### src/rtl/axi_lite_arbiter.sv
`default_nettype none
// ============================================================================
// Module      : axi_lite_arbiter
// Description : Two-master (IFU read, LSU read/write) to one-slave AXI-Lite
//               arbiter with fixed priority and one outstanding transaction.
// Revision    : 1.0 - initial release
// ============================================================================
module axi_lite_arbiter (
   input  logic        clock,
   input  logic        reset,
   // IFU read channels
   input  logic [31:0] m0_araddr,
   input  logic [2:0]  m0_arsize,
   input  logic        m0_arvalid,
   output logic        m0_arready,
   output logic [31:0] m0_rdata,
   output logic [1:0]  m0_rresp,
   output logic        m0_rvalid,
   input  logic        m0_rready,
   // LSU read channels
   input  logic [31:0] m1_araddr,
   input  logic [2:0]  m1_arsize,
   input  logic        m1_arvalid,
   output logic        m1_arready,
   output logic [31:0] m1_rdata,
   output logic [1:0]  m1_rresp,
   output logic        m1_rvalid,
   input  logic        m1_rready,
   // LSU write channels
   input  logic [31:0] m1_awaddr,
   input  logic [2:0]  m1_awsize,
   input  logic        m1_awvalid,
   output logic        m1_awready,
   input  logic [31:0] m1_wdata,
   input  logic [3:0]  m1_wstrb,
   input  logic        m1_wvalid,
   output logic        m1_wready,
   output logic [1:0]  m1_bresp,
   output logic        m1_bvalid,
   input  logic        m1_bready,
   // Slave request channels
   output logic [31:0] s_araddr,
   output logic [2:0]  s_arsize,
   output logic        s_arvalid,
   input  logic        s_arready,
   output logic [31:0] s_awaddr,
   output logic [2:0]  s_awsize,
   output logic        s_awvalid,
   input  logic        s_awready,
   output logic [31:0] s_wdata,
   output logic [3:0]  s_wstrb,
   output logic        s_wvalid,
   input  logic        s_wready,
   // Slave response channels
   input  logic [31:0] s_rdata,
   input  logic [1:0]  s_rresp,
   input  logic        s_rvalid,
   output logic        s_rready,
   input  logic [1:0]  s_bresp,
   input  logic        s_bvalid,
   output logic        s_bready
);

   typedef enum logic [1:0] {
      ST_IDLE  = 2'd0,
      ST_M0_RD = 2'd1,
      ST_M1_RD = 2'd2,
      ST_M1_WR = 2'd3
   } state_t;

   state_t r_state;
   state_t w_state_next;
   logic   r_ar_done;
   logic   r_aw_done;
   logic   r_w_done;

   always_ff @(posedge clock) begin
      if (reset) begin
         r_state <= ST_IDLE;
      end else begin
         r_state <= w_state_next;
      end
   end

   // Flags drop on the same edge that returns to IDLE so the next grant starts clean.
   always_ff @(posedge clock) begin
      if (reset || (w_state_next == ST_IDLE)) begin
         r_ar_done <= 1'b0;
         r_aw_done <= 1'b0;
         r_w_done  <= 1'b0;
      end else begin
         if (s_arvalid && s_arready) r_ar_done <= 1'b1;
         if (s_awvalid && s_awready) r_aw_done <= 1'b1;
         if (s_wvalid && s_wready)   r_w_done  <= 1'b1;
      end
   end

   always_comb begin
      w_state_next = r_state;
      m0_arready   = 1'b0;
      m0_rdata     = 32'd0;
      m0_rresp     = 2'd0;
      m0_rvalid    = 1'b0;
      m1_arready   = 1'b0;
      m1_rdata     = 32'd0;
      m1_rresp     = 2'd0;
      m1_rvalid    = 1'b0;
      m1_awready   = 1'b0;
      m1_wready    = 1'b0;
      m1_bresp     = 2'd0;
      m1_bvalid    = 1'b0;
      s_araddr     = 32'd0;
      s_arsize     = 3'd0;
      s_arvalid    = 1'b0;
      s_awaddr     = 32'd0;
      s_awsize     = 3'd0;
      s_awvalid    = 1'b0;
      s_wdata      = 32'd0;
      s_wstrb      = 4'd0;
      s_wvalid     = 1'b0;
      s_rready     = 1'b0;
      s_bready     = 1'b0;

      case (r_state)
         ST_IDLE: begin
            if (m1_awvalid)      w_state_next = ST_M1_WR;
            else if (m1_arvalid) w_state_next = ST_M1_RD;
            else if (m0_arvalid) w_state_next = ST_M0_RD;
         end
         ST_M0_RD: begin
            s_araddr   = m0_araddr;
            s_arsize   = m0_arsize;
            s_arvalid  = m0_arvalid & ~r_ar_done;
            m0_arready = s_arready & ~r_ar_done;
            m0_rdata   = s_rdata;
            m0_rresp   = s_rresp;
            m0_rvalid  = s_rvalid;
            s_rready   = m0_rready;
            if (s_rvalid && m0_rready) w_state_next = ST_IDLE;
         end
         ST_M1_RD: begin
            s_araddr   = m1_araddr;
            s_arsize   = m1_arsize;
            s_arvalid  = m1_arvalid & ~r_ar_done;
            m1_arready = s_arready & ~r_ar_done;
            m1_rdata   = s_rdata;
            m1_rresp   = s_rresp;
            m1_rvalid  = s_rvalid;
            s_rready   = m1_rready;
            if (s_rvalid && m1_rready) w_state_next = ST_IDLE;
         end
         ST_M1_WR: begin
            // AW and W are tracked independently so either may complete first.
            s_awaddr   = m1_awaddr;
            s_awsize   = m1_awsize;
            s_awvalid  = m1_awvalid & ~r_aw_done;
            m1_awready = s_awready & ~r_aw_done;
            s_wdata    = m1_wdata;
            s_wstrb    = m1_wstrb;
            s_wvalid   = m1_wvalid & ~r_w_done;
            m1_wready  = s_wready & ~r_w_done;
            m1_bresp   = s_bresp;
            m1_bvalid  = s_bvalid;
            s_bready   = m1_bready;
            if (s_bvalid && m1_bready) w_state_next = ST_IDLE;
         end
         default: w_state_next = ST_IDLE;
      endcase
   end

endmodule
`default_nettype wire

### config.mk
export PLATFORM = sky130hd
export DESIGN_NAME = axi_lite_arbiter
export DESIGN_NICKNAME = d
export VERILOG_FILES = /design/src/rtl/axi_lite_arbiter.sv
export SDC_FILE = /design/constraint.sdc
export NUM_CORES = 1
export LEC_CHECK = 0
export ABC_AREA = 1
export CAP_MARGIN = 25
export CORE_AREA = 8 8 143 145
export CTS_CLUSTER_DIAMETER = 200
export DETAILED_ROUTE_END_ITERATION = 6
export DIE_AREA = 0 0 151 153
export MAX_ROUTING_LAYER = met4
export SETUP_SLACK_MARGIN = 0.5
export SLEW_MARGIN = 25
export SYNTH_ARGS = -nofsm -noshare
export SYNTH_HDL_FRONTEND = slang
export SYNTH_SLANG_ARGS = --single-unit
### constraint.sdc
create_clock -name clock -period 1.6 [get_ports clock]
set_clock_uncertainty 0.2 [all_clocks]
set_input_delay 0.16 -clock clock [delete_from_list [all_inputs] [get_ports clock]]
set_output_delay 0.16 -clock clock [all_outputs]
set_load 0.005 [all_outputs]
==> run metrics <==
Final min period=just over 2 ns; WHS=roughly 0.4 ns; starting density of the core=11.5%; register area share after synthesis=roughly 4.8%; Placed Area=6580 µm²; Non-Filler Instances=around 1200; YS warnings=0; HPWL after DPL=about 14 mm; total negative slack=-58.15 ns; Non-Filler Cell Area, Final=~9500 µm²; Inserted Clock Buffers=3; vias=just under 5000; most common cell after layout, fill and taps aside=clkdlybuf4s50_1; Placed Cells incl. Taps=1107; failing checks=setup timing; number of port buffers=about 380; Max-cap violations=0; clk root buf=clkbuf_16; drt via density=approximately 3.9; number of library cell types mapped by synthesis=18; Worst slew margin=roughly three quarters; Final Setup Violations=roughly 190; Post-Synth Adder-Cell Area=about 3.0%; Post-CTS Hold Buffers=0; CP Max Fanout=6; grt total ovfl=0; cell row count=50; Worst setup EP type=primary output; Sequential cell area=108 µm²; fin nets=between 1000 and 1500; Worst-Margin Slew=0.348 ns; Compound-Gate Fraction of Synth Area=a little over a tenth; status=complete, but fails checks; Arr. time, crit path=between 1.5 and 2 ns; Util after Layout=approximately half; commonest non-fill, non-tap cells in the layout=clkdlybuf4s50_1 (190), buf_6 (157), nand2_4 (100); largest net degree at the start of global routing=38; RSZ-0062 raised after global routing=yes; die area=about 23000 µm²; # DRC=0; floorplan die width=151 µm; initial antenna violation count=0; # IOs=between 300 and 400; TritonCTS Sinks=5; First-pass DRT Iterations=4; Crit path required time=approximately 1.2 ns; Worst Hold Class=register to register; Cell Area, Synth=roughly 2100 µm²; Leak=5.67 nW; simple-gate portion of the synthesized area=a little under half; DR iter-0 viols=71; RD Place Congestion=approximately 0.8; Max IR drop VDD=0.000378 V; Die Height=approximately 150 µm; wirelength, routed=21.3 mm; Final period util=129%; Setup WS pre-CTS=-0.482 ns; mean area per synthesized cell=4.29 µm²; max-slew violations=0; final count of hold timing violations=0; first-pass GRT wire length=between 20 and 30 mm; critical path type=register to primary output; multiplexer area fraction after synthesis=0%; share of layout cells above drive strength 1=between 60% and 70%; main combinational cell family by area after synthesis=simple AND/OR/NAND/NOR gates; worst-skew pair later-pin latency=~0.22 ns; Final WS setup=-0.469 ns; CTS max path bufs=2; ANT nets after route=0; Syn Nets=~690; Core Area=approximately 18000 µm²; critical path launch point type=register; Seq cells post-synth=5; antenna cells=0; WL per Instance=around 17 µm; highest clock rate=a little under 500 MHz; vias in the first global route=around 4700; total power=a little under 5 mW; synthesis-to-finish area growth=349%; Fill cells=approximately 1700; overall global routing resource usage=between 10% and 20%; clock slew at reported path FFs=0.03 ns; CTS tree=yes; Post-Syn Instances=490; xor and xnor area share after synthesis=0%; multi-input logic area=2470 µm²; H-tree Lvls=1; power per cell area=around 510 nW/µm²
-- path summary, 6_finish.rpt --
| kind | from | endpoint | slack (ns) | depth (start not counted) |
|---|---|---|---|---|
| worst min register to register | r_aw_done | r_aw_done | 0.41 | 3 |
| worst max register to register | r_state[0] | r_aw_done | -0.27 | 10 |
| worst min-delay path | r_aw_done | r_aw_done | 0.41 | 3 |
| worst max-delay path | r_state[0] | m0_rdata[28] | -0.47 | 10 |
-- registers in the layout, indices dropped and copies added (netlist names) --
name and count:
r_ar_done 1, r_w_done 1, r_aw_done 1, r_state 2
-- layout make-up --
type / instances / area share (%)
Timing Repair Buffer: 545 / 61.5
Multi-Input combinational cell: 297 / 26.2
Inverter: 160 / 6.71
Tap cell: 234 / 3.10
Sequential cell: 5 / 1.14
Clock buffer: 4 / 0.833
Timing Repair inverter: 4 / 0.582
-- Yosys cell counts (all sizes together) --
library cell | number | area [µm²]
a21oi | 41 | 205
and3 | 2 | 12.5
buf | 28 | 159
dfxtp | 5 | 100
ha | 5 | 62.6
inv | 160 | 601
nand2 | 230 | 866
nand3 | 6 | 30.0
nand4 | 3 | 18.8
nor2 | 4 | 15.0
nor3 | 2 | 10.0
o21ai | 2 | 10.0
o21bai | 2 | 15.0
-- power by group --
| part | internal, mW | leakage (nW) | total (mW) | switching (mW) |
|---|---|---|---|---|
| registers | 0.140 | 0.0421 | 0.159 | 0.0184 |
| clock network | 0.330 | 0.0382 | 0.405 | 0.0753 |
| logic | 2.46 | 5.59 | 4.25 | 1.78 |
| total | 2.93 | 5.67 | 4.81 | 1.88 |
-- metal layers --
layer	share of wire [%]	vias up	GRT usage (%)
met5	0	-	-
met4	1.5	0	1.46
met3	7.5	22	3.31
met2	55	250	29.1
met1	36	2217	16.2
li1	-	2405	-
-- cells by family (layout without fill, tap and decap cells) --
group | Yosys count | count (layout)
buffers and inverters | 188 | 713
AND/OR/NAND/NOR | 247 | 247
flip-flops | 5 | 5
AO/OA/AOI/OAI | 45 | 45
adder cells (fa/ha/maj) | 5 | 5
-- worst max-delay path: stages (launching register included) --
cell and delay [ns]:
dfxtp_4 0.35, buf_6 0.12, ha_4 0.18, buf_12 0.13
buf_12 0.12, buf_12 0.13, buf_8 0.13, buf_6 0.11
nand2_2 0.05, inv_1 0.04, buf_2 0.12
-- what timing repair did --
action,4_1_cts,5_1_grt
resized for setup,756,561
gates cloned,12,10
endpoints found under the setup margin,193,193
buffers inserted,63,53
pin swaps,6,27
endpoints found under the hold margin,0,0
Note: power is estimated with default switching activity, not from simulation.
